$ cat config.mk
export PLATFORM = sky130hd
export DESIGN_NAME = reg_file_port_arbiter
export DESIGN_NICKNAME = d
export VERILOG_FILES = /design/src/rtl/reg_file_port_arbiter.sv
export SDC_FILE = /design/constraint.sdc
export NUM_CORES = 1
export LEC_CHECK = 0
export ABC_AREA = 0
export CAP_MARGIN = 30
export CORE_UTILIZATION = 41
export CTS_CLUSTER_DIAMETER = 200
export DETAILED_ROUTE_END_ITERATION = 7
export PLACE_DENSITY = 0.85
export RECOVER_POWER = 25
export SYNTH_ARGS = -nofsm -noshare
export SYNTH_HDL_FRONTEND = slang
export SYNTH_SLANG_ARGS = --single-unit
$ cat constraint.sdc
create_clock -name clk -period 4 [get_ports clk]
set_input_delay 1.2 -clock clk [delete_from_list [all_inputs] [get_ports clk]]
set_output_delay 1.2 -clock clk [all_outputs]
set_load 0.02 [all_outputs]
$ cat src/rtl/reg_file_port_arbiter.sv
// Shares the register file's write port and read port 1 between NREQ requesters (round-robin; fixed priority with ARB_FIXED_PRIO_EN).
// Latency: req sampled in IDLE -> ack two cycles later; at most one transaction per three cycles.
// Backpressure: requesters hold req and payload until their one-cycle ack; the payload is latched at grant.
module reg_file_port_arbiter #(
    parameter int NREQ = 4,
    parameter int AW   = 5,
    parameter int DW   = 8
) (
    input  logic               clk,
    input  logic               rst_n,
    input  logic [NREQ-1:0]    req,
    input  logic [NREQ-1:0]    req_wr,
    input  logic [NREQ*AW-1:0] req_addr,
    input  logic [NREQ*DW-1:0] req_wdata,
    output logic [NREQ-1:0]    ack,
    output logic [DW-1:0]      rdata,
    output logic               busy,
    output logic [AW-1:0]      mem_rd_addr,
    output logic [AW-1:0]      mem_wr_addr,
    output logic [DW-1:0]      mem_wdata,
    output logic               mem_mode,
    input  logic [DW-1:0]      mem_rdata
);

    localparam int PW = (NREQ > 1) ? $clog2(NREQ) : 1;

    typedef enum logic [1:0] {
        IDLE  = 2'd0,
        ISSUE = 2'd1,
        RESP  = 2'd2
    } state_t;

    state_t         state;
    logic [PW-1:0]  gnt_idx;
    logic           op_wr;

    logic           win_found;
    logic [PW-1:0]  win_idx;
    logic           win_wr;
    logic [AW-1:0]  win_addr;
    logic [DW-1:0]  win_wdata;

`ifdef ARB_FIXED_PRIO_EN
    // Descending scan leaves the lowest requesting index as the winner.
    always_comb begin
        win_found = 1'b0;
        win_idx   = '0;
        for (int i = NREQ - 1; i >= 0; i--) begin
            if (req[i]) begin
                win_found = 1'b1;
                win_idx   = PW'(i);
            end
        end
    end
`else
    logic [PW-1:0] ptr;
    logic [PW:0]   cand;

    // Scan from ptr upward modulo NREQ; descending k lets the nearest requester win.
    always_comb begin
        win_found = 1'b0;
        win_idx   = '0;
        cand      = '0;
        for (int k = NREQ - 1; k >= 0; k--) begin
            cand = {1'b0, ptr} + (PW+1)'(k);
            if (cand >= (PW+1)'(NREQ)) begin
                cand = cand - (PW+1)'(NREQ);
            end
            if (req[cand[PW-1:0]]) begin
                win_found = 1'b1;
                win_idx   = cand[PW-1:0];
            end
        end
    end

    always_ff @(posedge clk or negedge rst_n) begin
        if (!rst_n) begin
            ptr <= '0;
        end else if (state == IDLE && win_found) begin
            ptr <= (win_idx == PW'(NREQ - 1)) ? '0 : win_idx + PW'(1);
        end
    end
`endif

    always_comb begin
        win_wr    = 1'b0;
        win_addr  = '0;
        win_wdata = '0;
        for (int i = 0; i < NREQ; i++) begin
            if (win_idx == PW'(i)) begin
                win_wr    = req_wr[i];
                win_addr  = req_addr[i*AW +: AW];
                win_wdata = req_wdata[i*DW +: DW];
            end
        end
    end

    // mem_mode is a plain register so an asynchronous reset kills an in-flight write at once.
    always_ff @(posedge clk or negedge rst_n) begin
        if (!rst_n) begin
            state       <= IDLE;
            gnt_idx     <= '0;
            op_wr       <= 1'b0;
            ack         <= '0;
            rdata       <= '0;
            busy        <= 1'b0;
            mem_rd_addr <= '0;
            mem_wr_addr <= '0;
            mem_wdata   <= '0;
            mem_mode    <= 1'b0;
        end else begin
            ack <= '0;
            case (state)
                IDLE: begin
                    if (win_found) begin
                        gnt_idx     <= win_idx;
                        op_wr       <= win_wr;
                        mem_rd_addr <= win_addr;
                        mem_wr_addr <= win_addr;
                        if (win_wr) begin
                            mem_wdata <= win_wdata;
                        end
                        mem_mode    <= win_wr;
                        busy        <= 1'b1;
                        state       <= ISSUE;
                    end
                end
                ISSUE: begin
                    mem_mode <= 1'b0;
                    if (!op_wr) begin
                        rdata <= mem_rdata;
                    end
                    ack[gnt_idx] <= 1'b1;
                    state        <= RESP;
                end
                RESP: begin
                    busy  <= 1'b0;
                    state <= IDLE;
                end
                default: begin
                    mem_mode <= 1'b0;
                    busy     <= 1'b0;
                    state    <= IDLE;
                end
            endcase
        end
    end

endmodule
Yosys cells after proc, flatten, opt, wreduce, memory -nomap -nowiden
Cells that the tools add are included.

Add/sub/neg operators: 8. Order comparisons: 10. Equality and inequality tests: 6. Mux-type cells: 42. Bitwise operators: 3. Reductions and logical operators: 9.

Operators with widths (number): $mux 8 (4); $mux 2 (10); $mux 5 (4); $lt 2x3->1 const B (5); $mux 1 (15); $ge 3x3->1 const B (3); $bmux 1 s2 (4); $reduce_and 2->1 (4); $sub 2x1->2 const B (4); $add 2x2->3 const B (2); $eq 2x2->1 const B (3); $eq 2x1->1 const B (2); $logic_not 2->1 (2); $mux 4 (1); $pmux 1 s2 (2); $pmux 2 s2 (1); $add 2x1->3 const B (1); $ge 2x3->1 const B (1); $not 1->1 (3); $reduce_and 3->1 (1); $add 2x1->2 const B (1); $demux 1 s2 (1); $ge 2x1->1 const B (1); $logic_and 1x1->1 (2); $ne 2x2->1 const B (1).

Register bits after elaboration: 34. Input bits: 70. Output and inout bits: 32. Word-level logic and storage cells: 88.

Logic depth before layout (Yosys ltp)
Depth after elaboration: 16. Mapped depth: 11. Gate-level depth less buffers: 9.

Worst setup path before layout
Ideal clock, no wire load.

Path kind: in2reg. From: input req[1]. To: register mem_wdata[0]. Setup time: 0.125 ns. Arrival: 3.155 ns. Setup slack: 0.720 ns. Stages on the path: 9. Cells stage by stage: mux2i_1 -> and2_0 -> nor3_1 -> inv_1 -> ha_1 -> clkbuf_1 -> nor3b_1 -> nor4_4 -> mux2_2.

Longest elaborated chain between the ends: 12.

RTL lines: start, declared (line 11) `input logic [NREQ-1:0] req,`; $bmux 1 s2 (line 69) `if (req[cand[PW-1:0]]) begin`; $mux 1 (implied by the code) (line 69); $mux 2 (3 in a row) (line 69); $mux 2 * (line 69); named net win_idx[0] (line 38) `logic [PW-1:0] win_idx;`; $logic_not 2->1 (line 90) `if (win_idx == PW'(i)) begin`; $mux 1 (4 in a row) (line 90); $reduce_and 3->1 (no source line); end signal, assigned (line 121) `mem_wdata <= win_wdata;`; end, declared (line 20) `output logic [DW-1:0] mem_wdata,`.

Mark *: on every way through the listed nets, which the timed path passes. The rest lies on a longest branch. The select of a mux whose other input is x is not followed. A chain may end at the register's enable or synchronous reset.

Final worst setup path
From: input req[0]. To: register mem_wdata[7].

Longest elaborated chain between the ends: 12.

RTL lines (line): $bmux 1 s2 (69); $mux 1 (implied by the code) (69); $mux 2 (4 in a row) (69); $logic_not 2->1 (90); $mux 1 (4 in a row) (90); $reduce_and 3->1 (no source line).

Parallel ways exist; a longest one is shown, timed or not. The select of a mux whose other input is x is not followed.

==> metrics.txt <==
# TYPE chip_impl_metric gauge
chip_impl_metric{name="clkLatencyLatePin",unit="ps"} 290
chip_impl_metric{name="max-clock-path-buffers",unit=""} 2
chip_impl_metric{name="drt-initial-drc-count",unit=""} 35
chip_impl_metric{name="timing.max_slew.rel_slack",unit="%"} -18.5
chip_impl_metric{name="grt_pass1_wl",unit="um"} 7230
chip_impl_metric{name="dr_total_vias",unit=""} 1731
chip_impl_metric{name="cts_bufs_inserted",unit=""} 5
chip_impl_metric{name="ys.warnings.count",unit=""} 0
chip_impl_metric{name="power_per_cell_area",unit="nW/um^2"} 715
chip_impl_metric{name="detailedPlace.worstSlack",unit="ps"} -309
chip_impl_metric{name="htreeDepth",unit=""} 2
chip_impl_metric{name="critical_path_buf_inv_count",unit=""} 2
chip_impl_metric{name="numClockSinks",unit=""} 34
chip_impl_info{name="post_synth_main_area_contributors",value="sky130_fd_sc_hd__dfrtp_1 (47%), sky130_fd_sc_hd__mux2_2 (10%), sky130_fd_sc_hd__a221oi_1 (5.8%), sky130_fd_sc_hd__a21oi_1 (4.4%), sky130_fd_sc_hd__nor2b_1 (3.8%)"} 1
chip_impl_metric{name="finalWorstPathRequiredPeriod",unit="ps"} 3710
chip_impl_metric{name="design.die.area",unit="sq um"} 4660
chip_impl_info{name="failed_checks",value="capacitance limit, slew limit"} 1
chip_impl_metric{name="place_hpwl",unit="um"} 3700
chip_impl_metric{name="final_min_period_over_clock_period",unit="%"} 92.8
chip_impl_metric{name="grt_util_overall",unit="%"} 21.7
chip_impl_info{name="synthMostInstantiatedCell",value="sky130_fd_sc_hd__dfrtp_1"} 1
chip_impl_info{name="cts_tree",value="built"} 1
chip_impl_info{name="crit_path_cell_trace",value="clkdlybuf4s50_1 -> a21oi_1 -> o21a_1 -> o22ai_1 -> ha_1 -> nor2b_2 -> a21oi_1 -> nor4_4 -> buf_4 -> mux2_2"} 1
chip_impl_metric{name="met2_length",unit="um"} 2350
chip_impl_metric{name="total_leakage_power",unit="nW"} 1.28
chip_impl_metric{name="setup_viol_count_final",unit=""} 0
chip_impl_metric{name="number_of_cells_upsized_or_downsized_after_cts",unit=""} 1
chip_impl_info{name="critical-path-top-cell-by-count",value="sky130_fd_sc_hd__a21oi_1"} 1
chip_impl_info{name="clock-root-buffer",value="sky130_fd_sc_hd__clkbuf_8"} 1
chip_impl_metric{name="worstMarginPinSlew",unit="ps"} 1780
chip_impl_metric{name="layout_setup_ws",unit="ps"} 288
chip_impl_metric{name="site_rows",unit=""} 23
chip_impl_metric{name="fmax",unit="MHz"} 269
chip_impl_metric{name="yosys.cell_types.count",unit=""} 29
chip_impl_metric{name="crit_fanout",unit=""} 13
chip_impl_metric{name="detailroute.wirelength.met3",unit="um"} 366
chip_impl_metric{name="slew_viol_final",unit=""} 35
chip_impl_metric{name="netlist.area_leader.share",unit="%"} 47.2
chip_impl_metric{name="m1WireLength",unit="um"} 1970
chip_impl_metric{name="first_pass_iters",unit=""} 4
chip_impl_metric{name="post_synth.cell_area_avg",unit="sq um"} 10.1
chip_impl_info{name="synth_top_cells_by_count",value="sky130_fd_sc_hd__dfrtp_1 (34), sky130_fd_sc_hd__a21oi_1 (16), sky130_fd_sc_hd__mux2_2 (16), sky130_fd_sc_hd__nand2_1 (16), sky130_fd_sc_hd__a221oi_1 (12)"} 1
chip_impl_metric{name="maxCapViolations",unit=""} 1
chip_impl_info{name="unrepaired_setup_endpoints_after_global_routing",value="no"} 1
chip_impl_info{name="cp_top_family",value="buffers and inverters"} 1
chip_impl_metric{name="postCtsHoldBufs",unit=""} 0
chip_impl_metric{name="drt-wirelength-per-cell",unit="um"} 14.2
chip_impl_metric{name="antenna_cells_inserted",unit=""} 0
chip_impl_metric{name="grt_max_degree",unit=""} 35
chip_impl_metric{name="syn_nets",unit=""} 252
chip_impl_metric{name="reg2reg_slack",unit="ps"} 1270
chip_impl_metric{name="floorplan.initialDensity",unit="%"} 43.8
chip_impl_metric{name="synth.yosys.seq_area_share",unit="%"} 47.2
chip_impl_metric{name="post-route-drc-count",unit=""} 0
chip_impl_metric{name="final_layout_size_suffix_gt1_share",unit="%"} 14.0
chip_impl_metric{name="number_of_enable_flip_flop_cells_after_synthesis",unit=""} 0
chip_impl_metric{name="area_growth",unit="%"} 65.8
chip_impl_info{name="holdCritPathClass",value="reg2reg"} 1
chip_impl_metric{name="cts_post_setup_buffers_inserted",unit=""} 0
chip_impl_metric{name="timing.critical_path.arrival",unit="ps"} 3880
chip_impl_info{name="run_status",value="complete, but fails checks"} 1
chip_impl_metric{name="worst-endpoint-required",unit="ps"} 4170
chip_impl_metric{name="synth_async_sr_flop_share",unit="%"} 100
chip_impl_metric{name="totalWireLength",unit="um"} 4770
chip_impl_info{name="setup.worst_path.end_class",value="register"} 1
chip_impl_metric{name="first_global_vias",unit=""} 1653
chip_impl_metric{name="initial_antenna_violation_count",unit=""} 0
chip_impl_info{name="ys_dominant_reg_cell",value="sky130_fd_sc_hd__dfrtp_1"} 1
chip_impl_info{name="synth.largest_area_cell",value="sky130_fd_sc_hd__dfrtp_1"} 1
chip_impl_metric{name="ir_worst_vdd",unit="mV"} 0.529
chip_impl_metric{name="power.total",unit="W"} 0.00214
chip_impl_metric{name="die_height",unit="um"} 68.3
chip_impl_metric{name="detail-route-antenna-nets",unit=""} 0
chip_impl_metric{name="finalNetCount",unit=""} 358
chip_impl_info{name="setup.worst_path.class",value="in2reg"} 1
chip_impl_info{name="crit_path_start_kind",value="input pin"} 1
chip_impl_metric{name="design.core.area",unit="sq um"} 4120
chip_impl_metric{name="port-buffer-count",unit=""} 101
chip_impl_metric{name="routed_via_density",unit=""} 5.17
chip_impl_metric{name="die_w",unit="um"} 68.3
chip_impl_metric{name="io-pin-count",unit=""} 102
chip_impl_info{name="crit_slowest_cell",value="sky130_fd_sc_hd__clkdlybuf4s50_1"} 1
chip_impl_metric{name="gp_congestion",unit=""} 0.709
chip_impl_metric{name="timing.final.hold_violations",unit=""} 0
chip_impl_metric{name="syn-instance-count",unit=""} 178
chip_impl_metric{name="fin_skew",unit="ps"} 5.54
chip_impl_info{name="highest_layer",value="met4"} 1
chip_impl_metric{name="yosys_register_bits",unit=""} 34
chip_impl_metric{name="global_route.overflow_total",unit=""} 0
chip_impl_metric{name="critical_path.max_stage_delay",unit="ps"} 550
chip_impl_metric{name="post_synth_design_cell_area",unit="sq um"} 1800
chip_impl_metric{name="clk_transition_reported_paths",unit="ps"} 60
chip_impl_metric{name="layout.filler_cells",unit=""} 315
worst reg2reg max path: cells and delay by family, from the launching register on:
kind            cells  cell delay [ps]
simple gates        3              610
compound gates      2              470
buf+inv             3              450
flops               1              440
mux                 2              410
fa+ha+maj           1              230
per-stage QoR:
step                setup TNS, ps  cell area, sq um  util (%)  instances  hold WS (ps)
finish                          0              2990      72.6        335           488
global placement            -1540              2890      70.3        327           468
detailed placement          -2380              2890      70.3        327           477
floorplan                       0              1800         -        178           448
global route                    0              2990      72.6        335           518
CTS                             0              2990      72.6        335           488
per-layer routing:
layer / vias up / global-route usage (%)
met5: - / 0
met4: 0 / 8.07
met3: 8 / 6.00
met2: 71 / 39.6
met1: 810 / 23.5
li1: 842 / -
cells in the final DEF (no fill, tap or decap), types with 2 or more instances in the layout:
cell type / count
sky130_fd_sc_hd__clkdlybuf4s50_1: 100
sky130_fd_sc_hd__dfrtp_1: 34
sky130_fd_sc_hd__nand2_1: 16
sky130_fd_sc_hd__a21oi_1: 16
sky130_fd_sc_hd__mux2_2: 16
sky130_fd_sc_hd__buf_4: 13
sky130_fd_sc_hd__a221oi_1: 12
sky130_fd_sc_hd__inv_1: 10
sky130_fd_sc_hd__nor2b_1: 10
sky130_fd_sc_hd__nor2_1: 8
sky130_fd_sc_hd__o31ai_1: 8
sky130_fd_sc_hd__clkbuf_8: 6
sky130_fd_sc_hd__a211o_1: 5
sky130_fd_sc_hd__o21ai_0: 5
sky130_fd_sc_hd__ha_1: 4
sky130_fd_sc_hd__nor3b_1: 3
sky130_fd_sc_hd__nor3_1: 2
sky130_fd_sc_hd__nand2b_1: 2
state kept, by name, summed over array words and instances, names as in the netlist, 2 cells and up:
signal,cells
ack,4
mem_wr_addr,5
state,2
rdata,8
ptr,2
gnt_idx,2
mem_wdata,8
where the power goes:
group	total (W)	switching (W)	internal (W)
combinational	0.00127	0.000613	0.000657
clock	0.000260	0.000122	0.000138
sequential	0.000607	0.0000988	0.000508
total	0.00214	0.000834	0.00130
cell type report:
class	count	area (sq um)	area share, %
clock buffer	6	82.6	2.76
clock inverter	2	12.5	0.419
inverter	11	41.3	1.38
multi-input combinational	118	836	28.0
sequential	34	851	28.5
tap	50	62.6	2.09
timing repair buffer	114	1100	36.9
final timing paths:
kind	from	endpoint	cells after the start
min in group asynchronous	rst_n	rdata[4]	1
max in group asynchronous	rst_n	mem_wdata[4]	1
max	req[0]	mem_wdata[7]	10
min reg2reg	gnt_idx[1]	ack[1]	1
min	gnt_idx[1]	ack[1]	1
max reg2reg	ptr[1]	mem_wdata[7]	11
logic make-up (layout without fill, tap and decap cells):
| logic type | Yosys count | in the layout | synth area share (%) |
|---|---|---|---|
| fa+ha+maj | 4 | 4 | 2.78 |
| flops | 34 | 34 | 47.2 |
| buf+inv | 26 | 133 | 6.53 |
| compound gates | 50 | 50 | 19.0 |
| simple gates | 47 | 47 | 13.9 |
| mux | 17 | 17 | 10.6 |
No activity file was read; power rests on OpenSTA's default activity.
